File: src/rtl/instr_encoder_loader.sv
// instr_encoder_loader
// Builds RV32I instruction words (ADD, SUB, LW, SW, ADDI, LUI, JAL, NOP)
// from operation fields and writes them to consecutive instruction-memory
// words, so a program can be preloaded before the core leaves reset.
//
// Optional feature macro: ENC_RANGE_CHECK_EN
//   When defined, each accepted immediate is range-checked. An out-of-range
//   immediate is written as NOP and sets the sticky err flag. When the macro
//   is undefined, err is tied low and out-of-range bits are simply dropped.
//
// Ports:
//   clk, rst        clock, synchronous active-high reset
//   start           begin a load session (IDLE only)
//   base_addr       first byte address (low two bits ignored)
//   in_valid/ready  field bundle handshake (ready only while RUN)
//   in_op/rd/rs1/rs2/imm/last  instruction fields, last marks final word
//   mem_we/addr/wdata  instruction-memory write port, one cycle after accept
//   busy            session in progress (RUN or DONE)
//   done            one-cycle pulse coincident with the final write
//   word_count      words written in the current/last session
//   err             sticky immediate-range error
module instr_encoder_loader #(
  parameter int ADDR_W    = 8,
  parameter int MAX_WORDS = 64
) (
  input  logic              clk,
  input  logic              rst,
  input  logic              start,
  input  logic [ADDR_W-1:0] base_addr,
  input  logic              in_valid,
  output logic              in_ready,
  input  logic [2:0]        in_op,
  input  logic [4:0]        in_rd,
  input  logic [4:0]        in_rs1,
  input  logic [4:0]        in_rs2,
  input  logic [31:0]       in_imm,
  input  logic              in_last,
  output logic              mem_we,
  output logic [ADDR_W-1:0] mem_addr,
  output logic [31:0]       mem_wdata,
  output logic              busy,
  output logic              done,
  output logic [ADDR_W-1:0] word_count,
  output logic              err
);

  typedef enum logic [1:0] {S_IDLE, S_RUN, S_DONE} state_e;
  typedef enum logic [2:0] {
    OP_ADD = 3'd0, OP_SUB = 3'd1, OP_LW  = 3'd2, OP_SW  = 3'd3,
    OP_ADDI = 3'd4, OP_LUI = 3'd5, OP_JAL = 3'd6, OP_NOP = 3'd7
  } op_e;

  localparam logic [31:0] NOP_WORD = 32'h0000_0013;

  state_e            state_q, state_d;
  logic [ADDR_W-1:0] addr_q, addr_d;
  logic [ADDR_W-1:0] count_q, count_d;
  logic [ADDR_W-1:0] waddr_q, waddr_d;
  logic [31:0]       wdata_q, wdata_d;
  logic              we_q, we_d;
  logic              accept;
  logic              imm_bad;
  logic [31:0]       raw_word;
  logic [31:0]       enc_word;
  op_e               op;

  assign op     = op_e'(in_op);
  assign accept = in_valid && in_ready;

  // Encoder
  always_comb begin
    raw_word = NOP_WORD;
    unique case (op)
      OP_ADD:  raw_word = {7'b0000000, in_rs2, in_rs1, 3'b000, in_rd, 7'b0110011};
      OP_SUB:  raw_word = {7'b0100000, in_rs2, in_rs1, 3'b000, in_rd, 7'b0110011};
      OP_LW:   raw_word = {in_imm[11:0], in_rs1, 3'b010, in_rd, 7'b0000011};
      OP_SW:   raw_word = {in_imm[11:5], in_rs2, in_rs1, 3'b010, in_imm[4:0], 7'b0100011};
      OP_ADDI: raw_word = {in_imm[11:0], in_rs1, 3'b000, in_rd, 7'b0010011};
      OP_LUI:  raw_word = {in_imm[31:12], in_rd, 7'b0110111};
      OP_JAL:  raw_word = {in_imm[20], in_imm[10:1], in_imm[11], in_imm[19:12],
                           in_rd, 7'b1101111};
      OP_NOP:  raw_word = NOP_WORD;
      default: raw_word = NOP_WORD;
    endcase
  end

  always_comb begin
    imm_bad = 1'b0;
`ifdef ENC_RANGE_CHECK_EN
    unique case (op)
      OP_LW, OP_SW, OP_ADDI: imm_bad = !((&in_imm[31:11]) || !(|in_imm[31:11]));
      OP_LUI:                imm_bad = |in_imm[11:0];
      OP_JAL:                imm_bad = in_imm[0] || !((&in_imm[31:20]) || !(|in_imm[31:20]));
      default:               imm_bad = 1'b0;
    endcase
`endif
    enc_word = imm_bad ? NOP_WORD : raw_word;
  end

  // State and datapath registers
  always_ff @(posedge clk) begin
    if (rst) begin
      state_q <= S_IDLE;
      addr_q  <= '0;
      count_q <= '0;
      waddr_q <= '0;
      wdata_q <= '0;
      we_q    <= 1'b0;
    end else begin
      state_q <= state_d;
      addr_q  <= addr_d;
      count_q <= count_d;
      waddr_q <= waddr_d;
      wdata_q <= wdata_d;
      we_q    <= we_d;
    end
  end

  // Next-state and datapath update
  always_comb begin
    state_d = state_q;
    addr_d  = addr_q;
    count_d = count_q;
    waddr_d = waddr_q;
    wdata_d = wdata_q;
    we_d    = 1'b0;
    unique case (state_q)
      S_IDLE: begin
        if (start) begin
          addr_d  = base_addr & ~ADDR_W'(3);
          count_d = '0;
          state_d = S_RUN;
        end
      end
      S_RUN: begin
        if (accept) begin
          we_d    = 1'b1;
          waddr_d = addr_q;
          wdata_d = enc_word;
          addr_d  = addr_q + ADDR_W'(4);
          count_d = count_q + ADDR_W'(1);
          // The final write lands in DONE, so done and mem_we coincide.
          if (in_last || (count_d == ADDR_W'(MAX_WORDS)))
            state_d = S_DONE;
        end
      end
      S_DONE:  state_d = S_IDLE;
      default: state_d = S_IDLE;
    endcase
  end

  // Outputs
  always_comb begin
    in_ready = (state_q == S_RUN);
    busy     = (state_q == S_RUN) || (state_q == S_DONE);
    done     = (state_q == S_DONE);
  end

  assign mem_we     = we_q;
  assign mem_addr   = waddr_q;
  assign mem_wdata  = wdata_q;
  assign word_count = count_q;

`ifdef ENC_RANGE_CHECK_EN
  logic err_q;
  always_ff @(posedge clk) begin
    if (rst)
      err_q <= 1'b0;
    else if ((state_q == S_IDLE) && start)
      err_q <= 1'b0;
    else if (accept && imm_bad)
      err_q <= 1'b1;
  end
  assign err = err_q;
`else
  assign err = 1'b0;
`endif

endmodule

File: config.mk
export PLATFORM = sky130hd
export DESIGN_NAME = instr_encoder_loader
export DESIGN_NICKNAME = d
export VERILOG_FILES = /design/src/rtl/instr_encoder_loader.sv
export SDC_FILE = /design/constraint.sdc
export NUM_CORES = 1
export LEC_CHECK = 0
export CAP_MARGIN = 10
export CORE_ASPECT_RATIO = 0.9
export CORE_UTILIZATION = 25
export DETAILED_ROUTE_END_ITERATION = 10
export PLACE_DENSITY_LB_ADDON = 0.2
export SLEW_MARGIN = 20
export SYNTH_ARGS = -nofsm -noshare
export SYNTH_HDL_FRONTEND = slang
export SYNTH_SLANG_ARGS = --single-unit
File: constraint.sdc
create_clock -name clk -period 2.7 [get_ports clk]
set_clock_uncertainty 0.05 [all_clocks]
set_input_delay 0.54 -clock clk [delete_from_list [all_inputs] [get_ports clk]]
set_output_delay 0.54 -clock clk [all_outputs]
set_load 0.01 [all_outputs]
After elaboration in Yosys (flattened, before gate mapping)
Cells that the tools add are included.

operators by class
  add/sub/neg operators = 2
  equality and inequality tests = 13
  multiplexer cells = 12
  bitwise operators = 1
  reductions and logical operators = 10

operators with widths
  operator                                                                  count
  32-bit case mux with 8 select lines                                       1
  8-bit two-way mux                                                         4
  8-bit case mux with 2 select lines                                        2
  3-bit equality test (second input constant)                               4
  8-bit by 1-bit adder with 8-bit output (second input constant)            1
  8-bit by 3-bit adder with 8-bit output (second input constant)            1
  8-bit by 7-bit equality test with 1-bit output (second input constant)    1
  3-bit by 2-bit equality test with 1-bit output (second input constant)    2
  2-bit two-way mux                                                         3
  3-bit AND reduction                                                       2
  2-bit by 1-bit inequality test with 1-bit output (second input constant)  2
  2-bit case mux with 2 select lines                                        1
  3-bit by 1-bit equality test with 1-bit output (second input constant)    1
  3-bit zero test                                                           1
  2-bit by 1-bit equality test with 1-bit output (second input constant)    1
  2-bit equality test (second input constant)                               1
  2-bit zero test                                                           1
  1-bit logical OR                                                          2
  2-bit inequality test (second input constant)                             1
  2-bit AND reduction                                                       1
  2-bit nonzero test                                                        1
  2-bit OR reduction                                                        1
  1-bit logical AND                                                         1
  1-bit two-way mux                                                         1
  1-bit inverter                                                            1

storage, ports and cells
  flip-flop bits (word level) = 59
  bits of input ports = 63
  output and inout bits = 53
  logic and storage cells = 44

Logic depth before layout (Yosys ltp)
  depth after elaboration = 6
  mapped depth = 9
  mapped depth without buffers = 7

Least setup slack after synthesis
Ideal clock, no wire load.

  kind = register to register
  start = register state_q[1]
  end = register count_q[3], in the netlist word_count[3]
  library setup time = 0.128 ns
  data arrival time = 1.704 ns
  required time = 2.522 ns
  path slack = 0.818 ns
  stages on the path, launching flop included = 10
  buffers on the path = 2
  period minus slack after synthesis = 1.882 ns
  path through = dfxtp_1 inv_1 ha_1 nor2b_4 or3_1 buf_2 buf_6 a21o_1 a21oi_1 nor2_1

on the way
  longest elaborated chain between the ends = 4
  elaborated cells on any way between the ends = 8
  classes of those cells = 3 x eq/ne; 1 x mux; 4 x reduce/logical

ends and longest elaborated chain
  what                                                        RTL line  text
  start, declared                                             55        state_e state_q, state_d;
  start signal, assigned                                      110       state_q <= state_d;
  2-bit by 1-bit equality test with 1-bit output (*)          154       in_ready = (state_q == S_RUN);
  net in_ready                                                31        output logic in_ready,
  1-bit logical AND                                           68        assign accept = in_valid && in_ready;
  2-bit by 1-bit inequality test with 1-bit output (no line)  -
  3-bit AND reduction (no line)                               -
  end signal, assigned                                        112       count_q <= count_d;
  end, declared                                               57        logic [ADDR_W-1:0] count_q, count_d;

The timed path passes the listed nets; every way through them passes the cells marked *.
A chain may end at the register's enable or synchronous reset.

Worst setup path in the final report
  start = register state_q[1]
  end = output in_ready

on the way
  longest elaborated chain between the ends = 1

ends and longest elaborated chain
  what                                            RTL line
  2-bit by 1-bit equality test with 1-bit output  154
  end, declared                                   31

No other way between the ends.

==> metrics.md <==
| Metric | Value |
|---|---|
| Commonest cells post-synth | 53 x dfxtp_1, 49 x nand2_1, 46 x nor2_1, 24 x a21oi_1, 18 x o21ai_0 |
| Routability cong. | 0.7955 |
| Final ANT Viol Nets | 0 |
| Via count | 2861 |
| Register bit count reported by yosys | 53 |
| Die H | 102.0 um |
| Ys flop type | dfxtp_1 |
| Req. time, crit path | roughly 2.1 ns |
| WHS Path Cells | 2 |
| Slew Viols, Final | 0 |
| DRC Markers | 0 |
| RSZ-0062 raised after global routing | false |
| Io pins | approximately 120 |
| Max-Cap Viols | 0 |
| Initial antenna violation count | 0 |
| GRT Total Usage | 0.1472 |
| Clk root buf | clkbuf_16 |
| DIE AREA | 0.01154 mm^2 |
| Nets | 529 |
| IR drop worst, VDD | 0.0002531 V |
| # resized after CTS | 0 |
| Lkg Pwr | 1.496 nW |
| Power per cell area | 661.7 mW/mm^2 |
| Post-DR vias/cell | 4.825 |
| Clock Path Buffers | 2 |
| Worst skew pair latency | 0.28 ns |
| Async SR Flop Fraction | 0 |
| Post-synth top area cell | dfxtp_1 |
| Sequential share of power | 0.371 |
| Initial Util | 0.2571 |
| Max Fclk | 426.7 MHz |
| Cell with the most instances after synthesis | dfxtp_1 |
| Slowest-stage cell, CP | clkdlybuf4s50_1 |
| Number of port buffers | 110 |
| Switching portion of total power | 0.3351 |
| RR Endpoint | addr_q[6] |
| Combinational Power Share | 0.394 |
| Worst hold endpoint | mem_addr[7] |
| Switching pwr | approximately 920 uW |
| Status | finished clean |
| N_diodes | 0 |
| Worst flop-to-flop path startpoint | state_q[0] |
| First-pass GRT wire length | between 10 and 15 mm |
| Yosys cell types | 45 |
| Synth Warn # | 0 |
| Final WL | 8.528 mm |
| Hold WC Path Type | flop to flop |
| Largest stage delay on the critical path | 0.56 ns |
| Clk slew on worst S/H paths | 0.07 ns |
| Largest cells by area after synthesis | dfxtp_1 38%, nand2_1 6.6%, nor2_1 6.2%, a21oi_1 4.3%, o21ai_0 3.2% |
| Worst Min Path Start | mem_addr[7] |
| Iter 0 DRT Violations | 90 |
| Detailed Place HPWL | between 6 and 7 mm |
| Total power | 2.745 mW |
| Min cycle time layout | roughly 2.3 ns |
| Layout cell share with drive strength beyond 1 | 0.05870 |
| Clock Sinks | 53 |
| Wire length per cell | 14.38 um |
| Critical path cell sequence | inv_1 -> ha_1 -> buf_4 -> clkdlybuf4s50_1 |
| Final period utilization | 0.8680 |
| Inst Count DP | 586 |
| Total congestion overflow | 0 |
| Place WS | 0.2666 ns |
| Syn avg cell area | 7.762 um^2 |
| Post-Layout Cell Count | 593 |
| Final setup vio count | 0 |
| Least-Margin Pin Slew | slightly above 0.8 ns |
| Setup Buffers After CTS | 0 |
| Number of cells produced by synthesis | 358 |
| Startpoint types | flop |
| Die Wd | 113.1 um |
| Router iterations before antenna repair | 4 |
| Pin count of the biggest net entering global routing | 44 |
| Post-Syn Area | approximately 0.0028 mm^2 |
| Yosys top cell area share | 0.3818 |
| Worst slew margin | 0.4532 |
| Register-to-register setup slack | 0.63 ns |
| Clk pwr share | 0.235 |
| CTS tree | done |
| Setup CP Type | flop to primary output |
| Max FO, Critical Path | 13 |
| H-tree Lvls | 2 |
| Hold Buf Count CTS | 0 |
| Register area share after synthesis | 0.3818 |
| Setup total negative slack | 0 ns |
| Internal | 1.825 mW |
| Reg2Reg Depth | 7 |
| Critical path data arrival time | 1.75 ns |
| Area growth syn-to-layout | 49.30% |
| Row count | 36 |
| Worst setup EP type | primary output |
| Fin worst setup slack | 0.3564 ns |
| Post-synth EDFFs | 0 |
| Number of global-route vias before repair | about 2.7k |
| Core box area | between 0.01 and 0.015 mm^2 |
| Final hold vios | 0 |
| Num CTS Buffers | 5 |
==> metrics by stage <==
stage | utilization | hold WS [ns] | area [um^2]
after CTS | 0.3838 | 0.4090 | 4149
after global placement | 0.3706 | 0.3891 | 4006
after detailed placement | 0.3706 | 0.3989 | 4006
after floorplan | - | 0.3952 | 2786
after global routing | 0.3838 | 0.4311 | 4149
final | 0.3838 | 0.4056 | 4149
==> critical path, delay by kind of cell, from the launching register on <==
kind | cells | cell delay [ns]
buffers and inverters | 3 | 0.90
flip-flops | 1 | 0.31
adder cells (fa/ha/maj) | 1 | 0.25
==> worst max path at each step <==
stage          cells past startpoint  slack [ns]       start            end
5_1_grt                            4        0.27  state_q[1]       in_ready
3_5_place_dp                       5        0.27    in_op[2]  mem_wdata[17]
3_3_place_gp                       6        0.31       start      addr_q[6]
2_1_floorplan                      9        0.82  state_q[1]  word_count[3]
6_report                           4        0.36  state_q[1]       in_ready
4_1_cts                            4        0.35  state_q[1]       in_ready
==> cell type report <==
class | count | area (um^2)
fill | 1175 | 6661
multi-input combinational | 267 | 1543
timing repair buffer | 121 | 1191
sequential | 53 | 1061
tap | 133 | 166.4
clock buffer | 7 | 142.6
inverter | 12 | 45.04
==> layout by cell type, fill, tap and decap left out, types with 2 or more instances in the layout <==
| cell | netlist | layout |
|---|---|---|
| o21a_1 | 2 | 2 |
| nand2b_1 | 4 | 4 |
| or2_2 | 2 | 2 |
| conb_1 | 1 | 3 |
| a22oi_1 | 6 | 6 |
| a221oi_1 | 10 | 10 |
| clkbuf_16 | 0 | 5 |
| dfxtp_1 | 53 | 53 |
| nor2_1 | 46 | 46 |
| buf_4 | 5 | 10 |
| nand2_1 | 49 | 49 |
| nand3_1 | 13 | 13 |
| a21o_1 | 2 | 2 |
| and2_1 | 5 | 4 |
| inv_1 | 12 | 12 |
| nor3b_1 | 6 | 6 |
| nor2b_4 | 2 | 2 |
| o21ai_0 | 18 | 18 |
| mux2i_1 | 4 | 4 |
| o211ai_1 | 3 | 3 |
| nor3_1 | 15 | 15 |
| a21oi_1 | 24 | 24 |
| or3_1 | 4 | 4 |
| clkdlybuf4s50_1 | 0 | 109 |
| a211oi_1 | 12 | 12 |
| a311oi_1 | 6 | 6 |
| a22o_1 | 4 | 4 |
| nor2b_1 | 7 | 7 |
| ha_1 | 6 | 6 |
==> state kept, by name (all words and copies together) (netlist names) <==
signal / cells
state_q: 2
mem_we: 1
mem_wdata: 30
addr_q: 6
mem_addr: 6
word_count: 8
==> routing by layer <==
metal / wire (um) / vias to the layer above / GRT usage / part of all wire
met4: 0 / 0 / 0.03036 / 0
met5: 0 / - / 0 / 0
met1: 4227 / 1327 / 0.2030 / 0.50
li1: - / 1459 / - / -
met3: 389 / 0 / 0.03025 / 0.046
met2: 3910 / 75 / 0.2388 / 0.46
==> power groups by stage <==
stage / clock network, mW / logic (mW) / registers [mW]
5_1_grt: 0.712 / 1.20 / 1.04
6_report: 0.646 / 1.08 / 1.02
2_1_floorplan: 0 / 0.583 / 1.07
3_3_place_gp: 0 / 1.08 / 1.03
4_1_cts: 0.678 / 1.09 / 1.02
3_5_place_dp: 0 / 1.09 / 1.04
==> kinds of logic (layout without fill, tap and decap cells) <==
| logic type | Yosys count | count (layout) | synth area share |
|---|---|---|---|
| AND/OR/NAND/NOR | 157 | 157 | 0.2692 |
| AO/OA/AOI/OAI | 95 | 95 | 0.2337 |
| flip-flops | 53 | 53 | 0.3818 |
| buffers and inverters | 40 | 140 | 0.06619 |
| adder cells (fa/ha/maj) | 6 | 6 | 0.02701 |
| multiplexers | 4 | 4 | 0.01441 |
| XOR/XNOR | 2 | 2 | 0.006305 |
| other | 1 | 3 | 0.001349 |
Note: power is estimated with default switching activity, not from simulation.
